==> config.mk <==
export PLATFORM = sky130hd
export DESIGN_NAME = voice_allocator
export DESIGN_NICKNAME = d
export VERILOG_FILES = /design/src/rtl/voice_allocator_pkg.sv /design/src/rtl/voice_age_rank.sv /design/src/rtl/voice_allocator.sv
export SDC_FILE = /design/constraint.sdc
export NUM_CORES = 1
export LEC_CHECK = 0
export CORE_UTILIZATION = 52
export CTS_BUF_LIST = sky130_fd_sc_hd__clkbuf_16
export CTS_CLUSTER_DIAMETER = 200
export DETAILED_ROUTE_END_ITERATION = 16
export PLACE_DENSITY = 0.82
export SLEW_MARGIN = 20
export SYNTH_ARGS = -nofsm -noshare
export SYNTH_HDL_FRONTEND = slang
export SYNTH_HIERARCHICAL = 1
export SYNTH_SLANG_ARGS = --single-unit
==> constraint.sdc <==
create_clock -name sys_clk -period 16.2 [get_ports sys_clk]
set_input_delay 4.86 -clock sys_clk [delete_from_list [all_inputs] [get_ports sys_clk]]
set_output_delay 4.86 -clock sys_clk [all_outputs]
set_load 0.05 [all_outputs]
==> src/rtl/voice_allocator_pkg.sv <==
// Shared definitions for the voice allocator: FSM state encodings and the sustain threshold.
// No logic and no latency.
// No flow control.
package voice_allocator_pkg;

    // Allocator control states: wait for event, walk the voices, commit the decision
    typedef enum logic [1:0] {
        IDLE  = 2'd0,
        SCAN  = 2'd1,
        ISSUE = 2'd2
    } alloc_state_t;

    // CC64 value at or above which the sustain pedal counts as pressed
    localparam int SUSTAIN_THRESH = 64;

endpackage

==> src/rtl/voice_age_rank.sv <==
// Per-voice age ranking: rank 0 is the oldest voice, and a touched voice becomes the newest.
// Rank update lands on the clock edge of the touch, and the oldest-voice output is combinational from the rank registers.
// No flow control: a touch may be applied on any cycle.
module voice_age_rank #(
    parameter int VOICES  = 8,
    parameter int V_WIDTH = 3
) (
    input  logic               clk,
    input  logic               rst,
    input  logic               touch,
    input  logic [V_WIDTH-1:0] touch_voice,
    output logic [V_WIDTH-1:0] oldest
);

    logic [V_WIDTH-1:0] rank [VOICES];

    // Find the voice that currently holds rank 0 (ranks always form a permutation)
    always_comb begin
        oldest = '0;
        for (int v = 0; v < VOICES; v++) begin
            if (rank[v] == '0) oldest = V_WIDTH'(v);
        end
    end

    // Promote the touched voice to newest and close the gap it leaves behind
    always_ff @(posedge clk or posedge rst) begin
        if (rst) begin
            for (int v = 0; v < VOICES; v++) rank[v] <= V_WIDTH'(v);
        end else if (touch) begin
            for (int v = 0; v < VOICES; v++) begin
                if (V_WIDTH'(v) == touch_voice)
                    rank[v] <= V_WIDTH'(VOICES - 1);
                else if (rank[v] > rank[touch_voice])
                    rank[v] <= rank[v] - V_WIDTH'(1);
            end
        end
    end

endmodule

==> src/rtl/voice_allocator.sv <==
// Turns note events into per-voice key state: retrigger a held key, else take the lowest free voice, else steal the oldest voice.
// Latency: event accepted on cycle 0, note_on pulses on cycle VOICES+1, and ev_ready returns on cycle VOICES+2.
// Backpressure: ev_ready is high only in IDLE, and one event is in flight at a time.
module voice_allocator
    import voice_allocator_pkg::*;
#(
    parameter int VOICES  = 8,
    parameter int V_WIDTH = 3
) (
    input  logic               sys_clk,
    input  logic               reset_reg,
    input  logic               ev_valid,
    output logic               ev_ready,
    input  logic               ev_on,
    input  logic [7:0]         ev_key,
    input  logic [7:0]         ev_vel,
    input  logic               sustain,
    input  logic [VOICES-1:0]  voice_free,
    output logic [VOICES-1:0]  keys_on,
    output logic               note_on,
    output logic [V_WIDTH-1:0] cur_key_adr,
    output logic [7:0]         cur_key_val,
    output logic [7:0]         cur_vel_on,
    output logic [7:0]         cur_vel_off
);

    alloc_state_t       state;
    logic [V_WIDTH-1:0] scan_idx;
    logic [7:0]         key_q;
    logic [7:0]         vel_q;
    logic               on_q;
    logic [7:0]         key_tab [VOICES];
    logic [VOICES-1:0]  sustained;
    logic [VOICES-1:0]  vf_s1;
    logic [VOICES-1:0]  vf_s2;
    logic               sus_q;
    logic               match_hit;
    logic               free_hit;
    logic [V_WIDTH-1:0] match_v;
    logic [V_WIDTH-1:0] free_v;
    logic [V_WIDTH-1:0] steal_v;
    logic [V_WIDTH-1:0] oldest;
    logic [V_WIDTH-1:0] target;
    logic [VOICES-1:0]  free_vec;
    logic               sus_fall;
    logic               touch;

    assign free_vec = vf_s2 & ~keys_on;
    assign sus_fall = sus_q & ~sustain;
    assign touch    = (state == ISSUE) && on_q;

    // Target priority: a voice already holding the key, then the lowest free voice, then the oldest voice
    always_comb begin
        target = steal_v;
        if (match_hit)     target = match_v;
        else if (free_hit) target = free_v;
    end

    voice_age_rank #(
        .VOICES  (VOICES),
        .V_WIDTH (V_WIDTH)
    ) u_age_rank (
        .clk         (sys_clk),
        .rst         (reset_reg),
        .touch       (touch),
        .touch_voice (target),
        .oldest      (oldest)
    );

    // Bring voice_free from the engine domain through two flops
    always_ff @(posedge sys_clk or posedge reset_reg) begin
        if (reset_reg) begin
            vf_s1 <= '0;
            vf_s2 <= '0;
        end else begin
            vf_s1 <= voice_free;
            vf_s2 <= vf_s1;
        end
    end

    // Register the pedal level so its falling edge can be detected
    always_ff @(posedge sys_clk or posedge reset_reg) begin
        if (reset_reg) sus_q <= 1'b0;
        else           sus_q <= sustain;
    end

    // Allocator FSM: accept, scan one voice per cycle, then commit the update to the key table and outputs
    always_ff @(posedge sys_clk or posedge reset_reg) begin
        if (reset_reg) begin
            state       <= IDLE;
            ev_ready    <= 1'b0;
            scan_idx    <= '0;
            key_q       <= '0;
            vel_q       <= '0;
            on_q        <= 1'b0;
            match_hit   <= 1'b0;
            free_hit    <= 1'b0;
            match_v     <= '0;
            free_v      <= '0;
            steal_v     <= '0;
            keys_on     <= '0;
            sustained   <= '0;
            note_on     <= 1'b0;
            cur_key_adr <= '0;
            cur_key_val <= '0;
            cur_vel_on  <= '0;
            cur_vel_off <= '0;
            for (int v = 0; v < VOICES; v++) key_tab[v] <= '0;
        end else begin
            note_on <= 1'b0;
            // Pedal release drops every sustained voice; the ISSUE writes below override this for their target
            if (sus_fall) begin
                keys_on   <= keys_on & ~sustained;
                sustained <= '0;
            end
            case (state)
                IDLE: begin
                    ev_ready <= 1'b1;
                    if (ev_valid && ev_ready) begin
                        ev_ready  <= 1'b0;
                        key_q     <= ev_key;
                        vel_q     <= ev_vel;
                        on_q      <= ev_on && (ev_vel != 8'd0);
                        match_hit <= 1'b0;
                        free_hit  <= 1'b0;
                        match_v   <= '0;
                        free_v    <= '0;
                        steal_v   <= '0;
                        scan_idx  <= '0;
                        state     <= SCAN;
                    end
                end
                SCAN: begin
                    if (!match_hit && keys_on[scan_idx] && key_tab[scan_idx] == key_q) begin
                        match_hit <= 1'b1;
                        match_v   <= scan_idx;
                    end
                    if (!free_hit && free_vec[scan_idx]) begin
                        free_hit <= 1'b1;
                        free_v   <= scan_idx;
                    end
                    if (oldest == scan_idx) steal_v <= scan_idx;
                    if (scan_idx == V_WIDTH'(VOICES - 1)) state <= ISSUE;
                    else scan_idx <= scan_idx + V_WIDTH'(1);
                end
                ISSUE: begin
                    state <= IDLE;
                    if (on_q) begin
                        key_tab[target]   <= key_q;
                        keys_on[target]   <= 1'b1;
                        sustained[target] <= 1'b0;
                        cur_key_adr       <= target;
                        cur_key_val       <= key_q;
                        cur_vel_on        <= vel_q;
                        note_on           <= 1'b1;
                    end else if (match_hit) begin
                        cur_vel_off <= vel_q;
                        cur_key_adr <= target;
                        if (sustain) begin
                            sustained[target] <= 1'b1;
                        end else begin
                            keys_on[target]   <= 1'b0;
                            sustained[target] <= 1'b0;
                        end
                    end
                end
                default: state <= IDLE;
            endcase
        end
    end

endmodule

==> results by group, run 1 <==
Run status
  – Run status: finished with violations
  – Failing checks: DRC

Critical path
  – Worst setup SP type: register
  – Worst stage delay on the critical path: 860 ps
  – RR Endpoint: u_age_rank/rank[18]$_DFFE_PP1P_
  – Reg2reg start: match_hit$_DFFE_PP0P_
  – Worst-path fanout max: 4
  – Reg2reg setup slack: 11,930 ps
  – Slowest CP cell: clkdlybuf4s50_1
  – Delay-heaviest family, CP: buffers and inverters
  – CP endpoint kind: output pin
  – Worst path cell trace: clkdlybuf4s50_1
  – Worst Path Class, Setup: register to output pin
  – Worst reg-to-reg path cell count: 10
  – Arr. time, crit path: roughly 1700 ps
  – WP buf/inv: 1
  – CP Data Required Time: 11,340 ps

Routing
  – DR pass1 iterations: 10
  – Routed WL per cell: between 15 and 20 µm
  – Routed Antenna Nets: 0
  – Number of vias per cell: slightly below 6
  – DRT iter0 DRCs: 430
  – # DRC: 1
  – Final wirelength: roughly 21,000 µm
  – Routed via count: 6,412

Power and ir drop
  – Total Power: 1.45 mW
  – Switch Pwr: roughly 540 µW
  – Sequential share of power: 41.5%
  – Clock share of power: 27.1%
  – Worst ir drop on vdd: 0.0959 mV
  – Power Internal: 907 µW
  – LEAKAGE: 4.87 nW
  – PD cells: 138 mW/mm²
  – Comb power frac: 31.4%
  – Sw Share: between 30% and 40%

Cells and area
  – Most frequent cells in the layout: dfrtp_1, nand2_1, mux2_2, clkdlybuf4s50_1, ha_1
  – Layout area overhead: 14.7%
  – Share of cells above drive strength 1: 18.5%
  – Fill cells: between 1,000 and 1,500
  – Most common cell after layout, fill and taps aside: dfrtp_1
  – Multi-input gate area: 0.00425 mm²
  – Nets: 927
  – Area occupied by registers: 0.00459 mm²
  – N_diodes: 0

Synth
  – XOR/XNOR share of the synthesized area: 1.05%
  – Most common flop cell mapped by yosys: dfrtp_1
  – Post-synthesis compound-gate area fraction: 7.35%
  – Mapped cell area: around 0.0092 mm²
  – Syn avg cell area: between 10 and 15 µm²
  – Post-synth EDFFs: 0
  – Simple-gate share of the synthesized area: 14.3%
  – Mux contribution to synthesized area: 18.1%
  – Post-synth cell types: roughly 60
  – Warnings, synthesis: 6
  – Synth async-reset ratio: 100%
  – Seq/Total Area, Yosys: between 50% and 60%
  – Largest family of logic cells by synthesized area: multiplexers
  – Post-synthesis register bit count: roughly 180
  – Synthesized-area fraction occupied by adder cells: 5.60%
  – Gate Count Post-Synth: 802
  – Mapped Nets: 872

GRT
  – GRT Total Usage: 24.7%
  – Largest net degree at the start of global routing: ~90
  – GRT overflow: 0
  – Vias in the first global route: 6,601
  – Initial antenna violation count: 0
  – First-pass GRT wire length: 34,100 µm

CTS
  – Hold-fix buffers, CTS: 0
  – Resized cells post-CTS: 0
  – Reg clk slew, reported paths: 70 ps
  – Clock sink count: 183
  – Post-CTS Setup Inserts: 0
  – Clk_lat worst skew: 430 ps
  – CTS tree: built
  – Total CTS buffers: 17
  – Longest Clk Path Bufs: 2
  – Clock Root Buffer: clkbuf_16
  – H-Tree Depth: 4

Floorplan
  – Die W: ~130 µm
  – Full die area: 0.0181 mm²
  – I/O Pins: 66
  – Starting Density: approximately 53%
  – Core Area: 0.0172 mm²
  – Die height: between 100 and 150 µm
  – Rows: 48

Timing
  – Slew margin rel.: 28.4%
  – Slew Viols, Final: 0
  – Fin. Hold Viols: 0
  – Final hold slack: 349 ps
  – Min Tclk post-route: 6600 ps
  – Final setup viols: 0
  – Slew @ Worst Pin: roughly 1100 ps
  – RSZ-0062 raised after global routing: false
  – Fmax: 152 MHz
  – Total Neg Setup Slack: 0 ps
  – Final period util: 40.7%
  – Final worst clock skew: 10.4 ps

Flow run
  – Max-cap violations: 0

Place
  – DP HPWL: 13,700 µm
  – I/O Buffers: between 60 and 70
  – GP Congestion: 0.865

Min path
  – Worst hold path class: register to register
  – Hold path depth: 0
  – Hold_sp: vf_s1[6]$_DFF_PP0_
  – Hold EP: vf_s2[6]$_DFF_PP0_
[final cells by class]
cell class	count	area share, %
multi-input cells	551	40.4
clock buffers	17	4.05
flip-flops and latches	183	43.7
well taps	225	2.68
inverters	32	1.19
repair buffers	72	6.70
clock inverters	15	1.22
[synth_stat cells, types with 6 or more instances]
cell      instances  area (µm²)
o21ai_0          19        95.1
dfstp_2          12         315
mux4_2           18         405
xor2_1            8        70.1
a21oi_1          31         155
nor3_1            8        40.0
nor2_1           26        97.6
clkbuf_1         22        82.6
a211oi_1          8        60.1
inv_1            30         113
mux2i_1          33         330
nor2b_1          10        62.6
o21ai_1           6        30.0
a32oi_1          10        87.6
nand3b_1          8        60.1
o211ai_1          7        52.6
and3_1           14        87.6
ha_1             41         513
dfrtp_1         171        4280
nand2_1         155         582
mux2_2           77         867
nand3_1           8        40.0
and3b_1           6        52.6
[cell families (layout without fill, tap and decap cells)]
family,count (synthesis),count (layout)
compound gates,103,103
mux,130,130
simple gates,266,266
fa+ha+maj,41,41
xor+xnor,11,11
buf+inv,68,136
flops,183,183
[routing by layer]
| metal | share of wire (%) | GRT usage, % |
|---|---|---|
| met1 | 44 | 33.5 |
| met2 | 48 | 38.7 |
| met3 | 6.0 | 6.23 |
| met4 | 1.9 | 8.55 |
| met5 | 0 | 0 |
[state kept, by name, indices dropped and copies added, names as in the netlist, 3 cells and up]
name	flops
sustained	8
cur_key_val	8
vf_s2	8
cur_key_adr	3
vel_q	8
steal_v	3
key_tab	64
key_q	8
match_v	3
cur_vel_off	8
free_v	3
scan_idx	3
vf_s1	8
keys_on	8
u_age_rank/rank	24
cur_vel_on	8
[how the worst max path moves through the flow]
stage                               from                         end  slack (ps)  cells past startpoint
floorplan                      reset_reg  cur_key_adr[0]$_DFFE_PP0P_        7050                      1
global placement               reset_reg        keys_on[0]$_DFF_PP0_        9330                      3
detailed placement             reset_reg      sustained[4]$_DFF_PP0_        9320                      3
CTS                 keys_on[2]$_DFF_PP0_                  keys_on[2]        9600                      1
global route                   reset_reg        ev_ready$_DFFE_PP0N_        9490                      3
finish              keys_on[2]$_DFF_PP0_                  keys_on[2]        9600                      1
[through the flow]
stage               utilization (%)  cells  instance area, µm²  setup slack, ps
floorplan                         -    802                9160             7050
global placement               57.7   1063                9950             9330
detailed placement             57.7   1063                9950             9320
CTS                            60.9   1095               10500             9600
global route                   60.9   1095               10500             9490
finish                         60.9   1095               10500             9600
[power groups by stage]
stage	Combinational [mW]	Sequential (mW)	Clock, mW
floorplan	0.332	0.606	0
global placement	0.432	0.603	0
detailed placement	0.448	0.605	0
CTS	0.453	0.598	0.398
global route	0.495	0.609	0.417
finish	0.455	0.600	0.392
Power figures use the tool's default switching activity.
==> inputs of run 2 (changes only) <==
Clock period 16.2 ns to 6.5 ns, I/O delays scaled along.
==> results by group, run 2 (synthesized netlist as in run 1, its figures left out) <==
Run status
  – Run status: finished with violations
  – Failing checks: DRC

Routing
  – # DRC: 1
  – Routed Antenna Nets: 0
  – DRT iter0 DRCs: 539
  – Routed via count: 6,369
  – Routed WL per cell: about 19 µm
  – Final wirelength: slightly above 20,000 µm
  – Number of vias per cell: about 5.8
  – DR pass1 iterations: 11

Critical path
  – Worst-path fanout max: 19
  – CP most frequent cell: mux2i_1
  – Worst stage delay on the critical path: ~670 ps
  – Worst setup SP type: register
  – Worst path cell trace: mux2i_1, o21a_1, inv_1, mux4_2, mux2i_1, ha_1, and3_1, a21oi_1, a31o_1, o21ai_1
  – Slowest CP cell: mux2i_1
  – Arr. time, crit path: about 4300 ps
  – CP endpoint kind: register
  – Worst Path Class, Setup: register to register
  – CP Data Required Time: 6810 ps

Flow run
  – Max-cap violations: 0

Power and ir drop
  – LEAKAGE: 4.89 nW
  – PD cells: approximately 350 mW/mm²
  – Sequential share of power: 40.3%
  – Clock share of power: 28.6%
  – Power Internal: 2.31 mW
  – Total Power: 3.64 mW
  – Switch Pwr: 1.34 mW
  – Worst ir drop on vdd: 0.235 mV
  – Comb power frac: 31.1%
  – Sw Share: 36.7%

Place
  – GP Congestion: 0.845
  – Place WS: roughly 2500 ps
  – DP HPWL: between 10,000 and 15,000 µm
  – I/O Buffers: 65
  – Placed insts: 1,063

CTS
  – Post-CTS Setup Inserts: 0
  – Clock Root Buffer: clkbuf_16
  – Reg clk slew, reported paths: approximately 70 ps
  – Total CTS buffers: 17
  – Resized cells post-CTS: 0
  – Longest Clk Path Bufs: 2
  – Hold-fix buffers, CTS: 0
  – CTS tree: built
  – Clock sink count: 183
  – Clk_lat worst skew: 430 ps
  – H-Tree Depth: 4

Cells and area
  – N_diodes: 0
  – Most frequent cells in the layout: dfrtp_1, nand2_1, mux2_2, clkdlybuf4s50_1, ha_1
  – Share of cells above drive strength 1: 18.9%
  – Most common cell after layout, fill and taps aside: dfrtp_1
  – Final instance count without filler cells: 1,095
  – Nets: just over 900
  – Largest regs: key_tab: 64 flops, u_age_rank/rank: 24 flops
  – Biggest register: key_tab
  – Max reg flops: 64
  – Layout area overhead: 15.1%

Floorplan
  – Die height: 135 µm
  – Core Area: 0.0172 mm²
  – Starting Density: between 50% and 60%
  – Die W: roughly 130 µm
  – Full die area: 0.0181 mm²
  – I/O Pins: 66
  – Rows: 48

Min path
  – Worst hold path class: register to register

Timing
  – Final setup viols: 0
  – Worst Slack Setup Final: about 2500 ps
  – Slew margin rel.: 33.7%
  – Fin. Hold Viols: 0
  – Min Tclk post-route: 4010 ps
  – Fmax: around 250 MHz
  – Slew Viols, Final: 0
  – Final period util: 61.7%
  – Final worst clock skew: 12.5 ps
  – Total Neg Setup Slack: 0 ps
  – RSZ-0062 raised after global routing: false
  – Slew @ Worst Pin: 992 ps

GRT
  – GRT Total Usage: between 20% and 30%
  – GRT overflow: 0
  – First-pass GRT wire length: 33,500 µm
  – Largest net degree at the start of global routing: 90
  – Vias in the first global route: 6,352
  – Initial antenna violation count: 0
run 2: changes by cell type in the layout (fill, tap and decap cells not counted), sizes merged:
cell / delta
clkinv: -4
inv: +3
bufinv: +1
run 2: through the flow:
stage	hold slack, ps	util, %	cell area, µm²
finish	350	61.2	10500
global route	359	61.2	10500
CTS	353	61.1	10500
detailed placement	337	57.7	9950
global placement	334	57.7	9950
floorplan	331	-	9160
run 2: power groups by stage:
stage	registers, mW	clock network [mW]	logic (mW)
final	1.47	1.04	1.13
after global routing	1.49	1.11	1.24
after CTS	1.47	1.06	1.13
after detailed placement	1.48	0	1.12
after global placement	1.48	0	1.09
after floorplan	1.51	0	0.828
run 2: final cells by class:
type                       instances  area (µm²)
multi-input combinational        551        4250
clock buffer                      17         425
inverter                          32         125
tap                              225         282
fill                            1359        6690
sequential                       183        4590
clock inverter                    15         164
timing repair buffer              72         703
run 2: worst max-delay path: cells and delay by family, from the launching register on:
family | cells | cell delay [ps]
buffers and inverters | 1 | 560
adders and majority gates | 1 | 390
and+or+nand+nor | 1 | 190
DFF | 1 | 460
AOI/OAI and AO/OA | 4 | 870
muxes | 3 | 1410
run 2: path summary, 6_finish.rpt:
path,cells after the start,to,slack (ps),startpoint
max reg2reg,10,u_age_rank/rank[3]$_DFFE_PP0P_,2490,free_hit$_DFFE_PP0P_
min in group asynchronous,2,note_on$_DFF_PP0_,2060,reset_reg
max,10,u_age_rank/rank[3]$_DFFE_PP0P_,2490,free_hit$_DFFE_PP0P_
max in group asynchronous,3,ev_ready$_DFFE_PP0N_,3440,reset_reg
min,0,vf_s2[5]$_DFF_PP0_,350,vf_s1[5]$_DFF_PP0_
min reg2reg,0,vf_s2[5]$_DFF_PP0_,350,vf_s1[5]$_DFF_PP0_
run 2: routing by layer:
metal,up-vias,global-route usage (%),share of wire [%]
li1,2947,-,-
met1,3219,34.1,46
met4,0,5.87,1.2
met3,26,5.26,4.7
met5,-,0,0
met2,177,38.3,48
==> inputs of run 3 (changes only) <==
Clock period 6.5 ns to 3.7 ns, I/O delays scaled along.
==> results by group, run 3 (synthesized netlist as in run 1, its figures left out) <==
Critical path
  – Worst Path Class, Setup: register to register
  – Worst setup SP type: register
  – RR Endpoint: u_age_rank/rank[20]$_DFFE_PP0P_
  – Worst reg-to-reg path cell count: 10
  – Reg2reg setup slack: about 250 ps
  – Crit path launch: free_hit$_DFFE_PP0P_
  – Delay-heaviest family, CP: multiplexers
  – WP buf/inv: 1
  – CP Data Required Time: 4020 ps
  – Worst stage delay on the critical path: 600 ps
  – Worst-path fanout max: 12
  – Worst path cell trace: mux2i_1, o21a_1, inv_1, mux4_1, mux2_2, ha_1, and3_1, a21oi_1, and4_1, nor3_1
  – Reg2reg start: free_hit$_DFFE_PP0P_
  – Arr. time, crit path: 3770 ps
  – CP endpoint kind: register
  – Slowest CP cell: mux4_1

Cells and area
  – Cell area after layout: roughly 0.011 mm²
  – Max reg flops: 64
  – Largest regs: key_tab: 64 flops, u_age_rank/rank: 24 flops
  – Share of cells above drive strength 1: 19.7%
  – Multi-input gate area: 0.00425 mm²
  – Most common cell after layout, fill and taps aside: dfrtp_1
  – Area occupied by registers: 0.00459 mm²
  – Biggest register: key_tab
  – N_diodes: 0
  – Fill cells: 1,336
  – Nets: 939
  – Final instance count without filler cells: between 1,000 and 1,500
  – Fin util: 61.6%
  – Most frequent cells in the layout: dfrtp_1, nand2_1, mux2_2, clkdlybuf4s50_1, ha_1
  – Layout area overhead: 16.0%

Timing
  – Final setup viols: 0
  – Fin. Hold Viols: 0
  – Slew @ Worst Pin: 873 ps
  – Min Tclk post-route: between 3000 and 4000 ps
  – Slew margin rel.: roughly two fifths
  – Final worst clock skew: 11.4 ps
  – Fmax: 290 MHz
  – Slew Viols, Final: 0
  – Final period util: roughly 93%
  – RSZ-0062 raised after global routing: false
  – Total Neg Setup Slack: 0 ps

Min path
  – Hold_sp: vf_s1[1]$_DFF_PP0_
  – Hold path depth: 0
  – Hold EP: vf_s2[1]$_DFF_PP0_
  – Worst hold path class: register to register

Place
  – Placed instance area: 0.0101 mm²
  – GP Congestion: 0.894
  – DP HPWL: ~14,000 µm
  – Placed insts: roughly 1,100
  – I/O Buffers: 65

Routing
  – Routed via count: 6,432
  – DR pass1 iterations: 7
  – Final wirelength: 20,800 µm
  – Number of vias per cell: 5.81
  – DRT iter0 DRCs: 524
  – Routed Antenna Nets: 0
  – Routed WL per cell: 18.8 µm
  – # DRC: 0

CTS
  – Clock sink count: 183
  – Resized cells post-CTS: 0
  – H-Tree Depth: 4
  – Longest Clk Path Bufs: 2
  – Clk_lat worst skew: 440 ps
  – Total CTS buffers: 17
  – Reg clk slew, reported paths: 60 ps
  – Clock Root Buffer: clkbuf_16
  – CTS tree: built
  – Post-CTS Setup Inserts: 0
  – Hold-fix buffers, CTS: 0

Floorplan
  – I/O Pins: 66
  – Core Area: 0.0172 mm²
  – Full die area: around 0.018 mm²
  – Die W: around 130 µm
  – Die height: 135 µm
  – Rows: between 40 and 50
  – Starting Density: 53.1%

GRT
  – Vias in the first global route: 6,461
  – Initial antenna violation count: 0
  – First-pass GRT wire length: 34,300 µm
  – Largest net degree at the start of global routing: 91
  – GRT overflow: 0
  – GRT Total Usage: 24.8%

Power and ir drop
  – LEAKAGE: 4.93 nW
  – PD cells: around 600 mW/mm²
  – Worst ir drop on vdd: 0.360 mV

Run status
  – Run status: complete, no violations

Flow run
  – Max-cap violations: 0
## run 3: changes by cell type in the layout (fill, tap and decap cells not counted), sizes merged
cell | before | now
buf | 7 | 19
inv | 39 | 34
clkinv | 5 | 8
clkinvlp | 1 | 4
bufinv | 2 | 1
## run 3: report_power, final
| group | total [mW] | switching, mW | internal (mW) |
|---|---|---|---|
| registers | 2.63 | 0.357 | 2.27 |
| clock network | 1.72 | 0.793 | 0.928 |
| logic | 2.02 | 1.20 | 0.814 |
## run 3: how the worst max path moves through the flow
stage                                           end  slack [ps]  cells after the start
CTS                 u_age_rank/rank[14]$_DFFE_PP0P_         270                     10
detailed placement  u_age_rank/rank[14]$_DFFE_PP0P_         290                     10
finish              u_age_rank/rank[20]$_DFFE_PP0P_         250                     10
global placement     u_age_rank/rank[4]$_DFFE_PP1P_         440                     10
global route        u_age_rank/rank[18]$_DFFE_PP1P_          60                     10
floorplan            u_age_rank/rank[4]$_DFFE_PP1P_         390                     12
## run 3: layout make-up
cell class	count	area share [%]
clock buffers	17	4.01
repair buffers	84	7.71
clock inverters	15	1.23
flip-flops and latches	183	43.3
inverters	32	1.17
well taps	225	2.65
multi-input cells	551	40.0
## run 3: worst register-to-register path: cells and delay by family, from the launching register on
kind | cells | cell delay [ps]
muxes | 3 | 1170
and+or+nand+nor | 3 | 480
AOI/OAI and AO/OA | 2 | 580
buffers and inverters | 1 | 360
adders and majority gates | 1 | 300
DFF | 1 | 450
## run 3: through the flow
stage,total power [mW],hold slack (ps),setup slack (ps)
4_1_cts,6.38,351,273
2_1_floorplan,4.11,331,386
3_5_place_dp,4.64,336,286
5_1_grt,6.71,357,57.5
6_report,6.36,350,251
3_3_place_gp,4.57,335,444
## run 3: metal layers
metal	up-vias	global-route usage, %	wire length [µm]
met5	-	0	0
met4	0	8.24	356
met3	30	4.84	1200
met2	196	39.1	9890
met1	3233	34.5	9330
li1	2973	-	-
